`config.mk`:
```
export PLATFORM = sky130hd
export DESIGN_NAME = pipe_hazard_ctrl
export DESIGN_NICKNAME = d
export VERILOG_FILES = /design/src/rtl/pipe_hazard_ctrl.sv
export SDC_FILE = /design/constraint.sdc
export NUM_CORES = 1
export LEC_CHECK = 0
export CAP_MARGIN = 30
export CORE_ASPECT_RATIO = 0.8
export CORE_MARGIN = 2
export CORE_UTILIZATION = 30
export CTS_CLUSTER_SIZE = 12
export DETAILED_ROUTE_END_ITERATION = 12
export DONT_BUFFER_PORTS = 1
export GPL_TIMING_DRIVEN = 0
export PLACE_DENSITY = 0.44
export SYNTH_ARGS = -nofsm -noshare
export SYNTH_HDL_FRONTEND = slang
export SYNTH_SLANG_ARGS = --single-unit
```
`constraint.sdc`:
```
create_clock -name clk -period 3.1 [get_ports clk]
set_clock_uncertainty 0.15 [all_clocks]
set_input_delay 0.155 -clock clk [delete_from_list [all_inputs] [get_ports clk]]
set_output_delay 0.155 -clock clk [all_outputs]
set_load 0.005 [all_outputs]
```
`src/rtl/pipe_hazard_ctrl.sv`:
```
// pipe_hazard_ctrl: stall/flush sequencer for the 5-stage pipeline.
// Detects RAW and load-use hazards and sequences branch flushes. A data-memory
// req/ack FSM (RUN / MEM_WAIT / ERR) freezes the pipeline during an outstanding
// MEM access and latches a sticky timeout error. A saturating counter tracks
// the cycles in which the PC is not written.
// Optional build macro PIPE_HAZARD_FWD_EN: enables the EX operand forwarding
// selects and limits stalls to load-use hazards.
module pipe_hazard_ctrl #(
  parameter int REG_W       = 5,
  parameter int MEM_TIMEOUT = 15,
  parameter int CNT_W       = 16
) (
  input  logic             clk,
  input  logic             rst,
  input  logic [REG_W-1:0] id_rs,
  input  logic [REG_W-1:0] id_rt,
  input  logic             id_use_rs,
  input  logic             id_use_rt,
  input  logic [REG_W-1:0] ex_rs,
  input  logic [REG_W-1:0] ex_rt,
  input  logic [REG_W-1:0] ex_rd,
  input  logic             ex_regwrite,
  input  logic             ex_memread,
  input  logic [REG_W-1:0] mem_rd,
  input  logic             mem_regwrite,
  input  logic             mem_memrd,
  input  logic             mem_memwr,
  input  logic [REG_W-1:0] wb_rd,
  input  logic             wb_regwrite,
  input  logic             pcsrc,
  input  logic             dmem_ack,
  output logic             pc_write,
  output logic             ifid_write,
  output logic             ifid_flush,
  output logic             idex_bubble,
  output logic             exmem_flush,
  output logic             pipe_hold,
  output logic             dmem_req,
  output logic [1:0]       fwd_a,
  output logic [1:0]       fwd_b,
  output logic             mem_err,
  output logic [CNT_W-1:0] stall_cnt
);

  typedef enum logic [1:0] {
    ST_RUN      = 2'd0,
    ST_MEM_WAIT = 2'd1,
    ST_ERR      = 2'd2
  } state_t;

  localparam logic [7:0]       TIMEOUT  = 8'(MEM_TIMEOUT);
  localparam logic [CNT_W-1:0] CNT_MAX  = {CNT_W{1'b1}};
  localparam logic [CNT_W-1:0] CNT_ONE  = {{(CNT_W-1){1'b0}}, 1'b1};
  localparam logic [REG_W-1:0] REG_ZERO = {REG_W{1'b0}};

  state_t           state_q, state_d;
  logic [7:0]       wait_cnt_q, wait_cnt_d;
  logic             mem_err_q, mem_err_d;
  logic [CNT_W-1:0] stall_cnt_q, stall_cnt_d;

  logic             load_use;
  logic             raw_hazard;
  logic [1:0]       fwd_a_sel;
  logic [1:0]       fwd_b_sel;
  logic             hold;
  logic             req;
  logic             branch;
  logic             stall;
  logic             pc_we;

  // A source/destination pair only counts when the writer is live and not r0.
  function automatic logic reg_hit(input logic [REG_W-1:0] src,
                                   input logic             use_src,
                                   input logic [REG_W-1:0] dst,
                                   input logic             dst_wr);
    reg_hit = use_src & dst_wr & (dst != REG_ZERO) & (src == dst);
  endfunction

`ifndef PIPE_HAZARD_FWD_EN
  // Forwarding-only inputs have no consumer in the stall-only build.
  logic unused_fwd_inputs;
  assign unused_fwd_inputs = ^{ex_rs, ex_rt, wb_rd, wb_regwrite};
`endif

  // Hazard decode and forwarding selects from the stage register fields.
  always_comb begin
    load_use = reg_hit(id_rs, id_use_rs, ex_rd, ex_memread) |
               reg_hit(id_rt, id_use_rt, ex_rd, ex_memread);
`ifdef PIPE_HAZARD_FWD_EN
    raw_hazard = load_use;
    if (reg_hit(ex_rs, 1'b1, mem_rd, mem_regwrite)) begin
      fwd_a_sel = 2'b10;
    end else if (reg_hit(ex_rs, 1'b1, wb_rd, wb_regwrite)) begin
      fwd_a_sel = 2'b01;
    end else begin
      fwd_a_sel = 2'b00;
    end
    if (reg_hit(ex_rt, 1'b1, mem_rd, mem_regwrite)) begin
      fwd_b_sel = 2'b10;
    end else if (reg_hit(ex_rt, 1'b1, wb_rd, wb_regwrite)) begin
      fwd_b_sel = 2'b01;
    end else begin
      fwd_b_sel = 2'b00;
    end
`else
    // Without forwarding, any in-flight writer in EX or MEM blocks ID.
    raw_hazard = load_use |
                 reg_hit(id_rs, id_use_rs, ex_rd, ex_regwrite) |
                 reg_hit(id_rt, id_use_rt, ex_rd, ex_regwrite) |
                 reg_hit(id_rs, id_use_rs, mem_rd, mem_regwrite) |
                 reg_hit(id_rt, id_use_rt, mem_rd, mem_regwrite);
    fwd_a_sel  = 2'b00;
    fwd_b_sel  = 2'b00;
`endif
  end

  // Data-memory handshake FSM: next state, wait counter, hold and request.
  always_comb begin
    state_d    = state_q;
    wait_cnt_d = wait_cnt_q;
    hold       = 1'b0;
    req        = 1'b0;
    case (state_q)
      ST_RUN: begin
        req        = mem_memrd | mem_memwr;
        wait_cnt_d = 8'd0;
        if (req && !dmem_ack) begin
          hold    = 1'b1;
          state_d = ST_MEM_WAIT;
        end else begin
          state_d = ST_RUN;
        end
      end
      ST_MEM_WAIT: begin
        req = 1'b1;
        if (dmem_ack) begin
          hold       = 1'b0;
          wait_cnt_d = 8'd0;
          state_d    = ST_RUN;
        end else begin
          hold       = 1'b1;
          wait_cnt_d = wait_cnt_q + 8'd1;
          if (wait_cnt_d == TIMEOUT) begin
            state_d = ST_ERR;
          end else begin
            state_d = ST_MEM_WAIT;
          end
        end
      end
      ST_ERR: begin
        hold    = 1'b1;
        req     = 1'b0;
        state_d = ST_ERR;
      end
      default: begin
        // Unreachable encoding: freeze this cycle and recover to RUN.
        hold       = 1'b1;
        req        = 1'b0;
        wait_cnt_d = 8'd0;
        state_d    = ST_RUN;
      end
    endcase
  end

  // Pipeline control arbitration (hold > branch flush > RAW stall) and counters.
  always_comb begin
    branch = pcsrc & ~hold;
    stall  = raw_hazard & ~hold & ~branch;
    pc_we  = ~hold & ~stall;
    if (!pc_we && (stall_cnt_q != CNT_MAX)) begin
      stall_cnt_d = stall_cnt_q + CNT_ONE;
    end else begin
      stall_cnt_d = stall_cnt_q;
    end
    mem_err_d = mem_err_q | (state_d == ST_ERR);
  end

  // State registers with synchronous active-high reset.
  always_ff @(posedge clk) begin
    if (rst) begin
      state_q     <= ST_RUN;
      wait_cnt_q  <= 8'd0;
      mem_err_q   <= 1'b0;
      stall_cnt_q <= {CNT_W{1'b0}};
    end else begin
      state_q     <= state_d;
      wait_cnt_q  <= wait_cnt_d;
      mem_err_q   <= mem_err_d;
      stall_cnt_q <= stall_cnt_d;
    end
  end

  // Output drive: reset presents a free-running pipeline with everything else idle.
  always_comb begin
    if (rst) begin
      pc_write    = 1'b1;
      ifid_write  = 1'b1;
      ifid_flush  = 1'b0;
      idex_bubble = 1'b0;
      exmem_flush = 1'b0;
      pipe_hold   = 1'b0;
      dmem_req    = 1'b0;
      fwd_a       = 2'b00;
      fwd_b       = 2'b00;
      mem_err     = 1'b0;
      stall_cnt   = {CNT_W{1'b0}};
    end else begin
      pc_write    = pc_we;
      ifid_write  = pc_we;
      ifid_flush  = branch;
      idex_bubble = branch | stall;
      exmem_flush = branch;
      pipe_hold   = hold;
      dmem_req    = req;
      fwd_a       = fwd_a_sel;
      fwd_b       = fwd_b_sel;
      mem_err     = mem_err_q;
      stall_cnt   = stall_cnt_q;
    end
  end

endmodule
```
Word-level counts from Yosys, hierarchy flattened
Cells that the tools add are included.
W data, S select, Z words.
{"block": "totals", "register_bits": 27, "latch_bits": 0, "ramBits": 0, "romBits": 0, "wordCells": 72, "n_memories": 0}
{"block": "op_classes", "addsub": 2, "n_mul": 0, "n_div": 0, "magnitude_cmp": 0, "eq_ne": 9, "shifts": 0, "n_mux": 17, "bitwise_logic": 33, "reduce_logical": 7}
{"cell": "$and A1 B1 Y1", "n": 22}
{"cell": "$eq A5 B5 Y1", "n": 4}
{"cell": "$add A16 B1 Y16 const B", "n": 1}
{"cell": "$mux W16", "n": 1}
{"cell": "$ne A16 B16 Y1 const B", "n": 1}
{"cell": "$pmux W8 S2", "n": 1}
{"cell": "$reduce_bool A5 Y1", "n": 2}
{"cell": "$mux W1", "n": 9}
{"cell": "$add A8 B1 Y8 const B", "n": 1}
{"cell": "$eq A8 B4 Y1 const B", "n": 1}
{"cell": "$mux W8", "n": 1}
{"cell": "$or A1 B1 Y1", "n": 8}
{"cell": "$pmux W2 S3", "n": 1}
{"cell": "$eq A2 B2 Y1 const B", "n": 2}
{"cell": "$mux W2", "n": 2}
{"cell": "$pmux W1 S2", "n": 2}
{"cell": "$not A1 Y1", "n": 3}
{"cell": "$eq A2 B1 Y1 const B", "n": 1}
{"cell": "$logic_and A1 B1 Y1", "n": 2}
{"cell": "$logic_not A1 Y1", "n": 2}
{"cell": "$logic_not A2 Y1", "n": 1}

Longest topological paths before layout
{"block": "logic_depth", "ltp_word": 14, "ltp_mapped": 8}

Worst setup path after synthesis
No wires, ideal clock.
{"block": "synth_path", "path_kind": "register to register", "startpoint": "reg stall_cnt_q[0]", "endpoint": "reg stall_cnt_q[10]", "setup_ns": 0.093, "t_arrival_ns": 1.900, "slack_ns": 0.957, "stages_incl_launch_ff": 8, "n_path_buf": 2, "period_less_slack_ns": 2.143, "cell_sequence": "dfxtp_1 ha_1 and2_1 clkbuf_1 and3_1 buf_2 or4b_2 o311ai_2"}
{"block": "synth_via", "elab_chain_cells": 2, "elab_cells_between_ends": 3}
{"item": "start, declared", "line": "59", "source": "logic [CNT_W-1:0] stall_cnt_q, stall_cnt_d;"}
{"item": "start signal, assigned", "line": "184", "source": "stall_cnt_q <= {CNT_W{1'b0}};"}
{"item": "start signal, assigned", "line": "189", "source": "stall_cnt_q <= stall_cnt_d;"}
{"item": "parallel branches: the longest is 2 deep, another holds $add A16 B1 Y16"}
Parallel ways; which one is timed is not known.
A chain may end at the register's enable or synchronous reset.

Worst setup path in the final report
{"block": "layout_path", "startpoint": "reg stall_cnt_q[0]", "endpoint": "reg stall_cnt_q[2]"}
Same word-level chain as after synthesis.

==> flow_summary.toml <==
[power]
switching_share = 0.273
clkPwrFrac = 0.319
seqPwrFrac = 0.531
power_density_nw_per_um2 = 289
power.switching_mw = 0.183
peakVddDrop_mv = 0.137
p_leak_nw = 0.874
p_comb_frac = 0.150
p_int_mw = 0.487

[critical_path]
crit_chain = "ha_1 -> and2_1 -> clkbuf_1 -> a31oi_1 -> clkbuf_1 -> a31oi_1 -> o311ai_0"
crit_path_end_kind = "register"
critPathKind = "register to register"
startpoint = "stall_cnt_q[0]"
slowest_delay_ps = 500
r2r-start = "stall_cnt_q[0]"
required_ps = 3120
r2r-end = "stall_cnt_q[2]"
worst_r2r_path_depth = 7
crit_slowest_cell = "clkbuf_1"
critPathMaxFanout = 10
ff2ff_setup_slack_ps = 670
worstPathArrival_ps = 2450
start_kind = "register"

[placed_design]
dp_hpwl_mm = 4.60
io_buffers = 0
numPlacedInstances = 372
routabilityCongestion = 0.808

[sta]
finalMaxSlewViolations = 0
setup_tns_ps = 0
hold_ws_ps = 189
max-slew-margin-rel = 0.593
rsz0062_at_grt = "false"
timing.final.crit_period_ps = 2430
setup_viol = 0
tightest_slew_ps = 609
max_freq_mhz = 411
finalHoldViolCount = 0
finalCritPeriodShare = 0.785

[cts]
postCtsHoldBufs = 1
clock_sinks = 27
post_cts_buffers = 0
htreeDepth = 1
cts_buffers = 3
clockRootBuffer = "clkbuf_8"
clk_latency_ps = 280
tritoncts = "done"
path_clk_slew_ps = 100
cts-resized-gates = 0
cts_max_path_buffers = 2

[route]
finalWirelength_mm = 6.23
drc = 0
wl_met3_um = 527
viasPerCell = 5.52
antenna_left = 0
drt-pass1-iter-count = 4
vias = 2081
met2_length_mm = 2.56
wire_per_inst_um = 16.5
maxUsedRoutingLayer = "met4"
wl_met1_mm = 3.08
drtIter0Drc = 60

[yosys]
synth_commonest_cells = "dfxtp_1 (27), a21oi_1 (24), xnor2_1 (20)"
synthArstFlopShare = 0
synth_area_per_cell_um2 = 7.60
netlist_instances = 282
synth_edf_count = 0
synth_area_um2 = 2140
ys_types = 52
synth.largest_area_cell = "dfxtp_1"
ys_seq_area_frac = 0.252
ys_ff_latch = 27
yosysWarnings = 0
synth_most_common_cell = "dfxtp_1"
netlist.area_leader.share = 0.252
synth-main-ff-cell = "dfxtp_1"
synthTopCellsByArea = "dfxtp_1 (25%), xnor2_1 (8.2%), a21oi_1 (5.6%)"

[final_layout]
final_nets = 341
fillers = 743
drive_above_1_share = 0.103
area_delta_synth_final_pct = 8.23
stdcell_count = 377
diodes = 0

[grt]
grt_pass1_wl_mm = 10.2
grt_util_all_layers = 0.159
antenna_found_initial = 0
grt_pass1_vias = 2016
grt_start_max_net_pins = 16
grt-ovfl-total = 0

[min_path]
whs_path_depth = 3
hold_start = "rst"
min_path_type = "primary input to register"
whs_endpoint = "stall_cnt_q[15]"

[floorplanning]
initial_core_util = 0.311
io_pins = 75
die_y_um = 79.6
die-area_um2 = 7840
core_area_um2 = 6890
rows = 27
fp.dieW_um = 98.5

[run]
cap_violations = 0

[outcome]
outcome = "finished clean"
-- cells by family after synthesis --
kind of cell	synth area share
AND/OR/NAND/NOR	0.311
multiplexers	0.0105
other	0.00175
buffers and inverters	0.0765
AO/OA/AOI/OAI	0.241
XOR/XNOR	0.0899
adder cells (fa/ha/maj)	0.0175
flip-flops	0.252
-- worst max-delay path by stage --
stage	endpoint	cells past startpoint
detailed placement	stall_cnt_q[2]	7
finish	stall_cnt_q[2]	7
global route	stall_cnt_q[2]	7
global placement	stall_cnt_q[10]	7
floorplan	stall_cnt_q[10]	7
CTS	stall_cnt_q[2]	7
-- metal layers --
layer	GRT usage	up-vias
li1	-	1047
met1	0.230	940
met2	0.244	88
met3	0.0377	6
met4	0.0301	0
met5	0	-
-- sequential cells by signal (all words and copies together) (netlist names) --
register,count
stall_cnt_q,16
wait_cnt_q,8
mem_err_q,1
state_q,2
-- power by group through the flow --
stage | Clock (mW) | Sequential (mW) | Combinational [mW]
final | 0.214 | 0.356 | 0.101
after detailed placement | 0 | 0.364 | 0.0995
after floorplan | 0 | 0.363 | 0.0794
after CTS | 0.222 | 0.356 | 0.101
after global routing | 0.235 | 0.357 | 0.112
after global placement | 0 | 0.364 | 0.0999
-- critical path, delay by kind of cell (launching register included) --
kind                     cells  cell delay (ps)
buffers and inverters        2              730
AO/OA/AOI/OAI                3              660
flip-flops                   1              360
adder cells (fa/ha/maj)      1              260
AND/OR/NAND/NOR              1              170
-- placed cells by master (no fill, tap or decap), types with 3 or more instances in the layout --
| cell | n |
|---|---|
| dfxtp_1 | 27 |
| a21oi_1 | 24 |
| xnor2_1 | 20 |
| nor2_1 | 19 |
| inv_1 | 17 |
| nand2_1 | 17 |
| nand3_1 | 16 |
| nand2b_1 | 12 |
| o21ai_0 | 11 |
| nor3_1 | 10 |
| clkbuf_1 | 8 |
| and3_1 | 8 |
| a31oi_1 | 8 |
| nand4_1 | 7 |
| nor2b_1 | 6 |
| o311ai_2 | 6 |
| nor4_1 | 6 |
| buf_4 | 6 |
| nor4b_1 | 5 |
| conb_1 | 4 |
| o21a_1 | 3 |
| o311ai_0 | 3 |
| ha_1 | 3 |
| clkbuf_8 | 3 |
-- per-stage QoR --
stage          setup slack (ps)  utilization  power (mW)  cell area, um^2
2_1_floorplan               957            -       0.442             2150
3_3_place_gp                726        0.328       0.464             2260
3_5_place_dp                698        0.328       0.464             2260
4_1_cts                     680        0.337       0.679             2320
5_1_grt                     451        0.337       0.704             2320
6_report                    668        0.337       0.670             2320
-- layout make-up --
class,count,area [um^2],share of cell area
clock inverters,1,5.00,0.00216
well taps,87,109,0.0469
plain buffers,18,100,0.0432
inverters,17,63.8,0.0275
repair buffers,1,10.0,0.00432
flip-flops and latches,27,541,0.233
multi-input cells,223,1450,0.625
clock buffers,3,41.3,0.0178
Note: power is estimated with default switching activity, not from simulation.
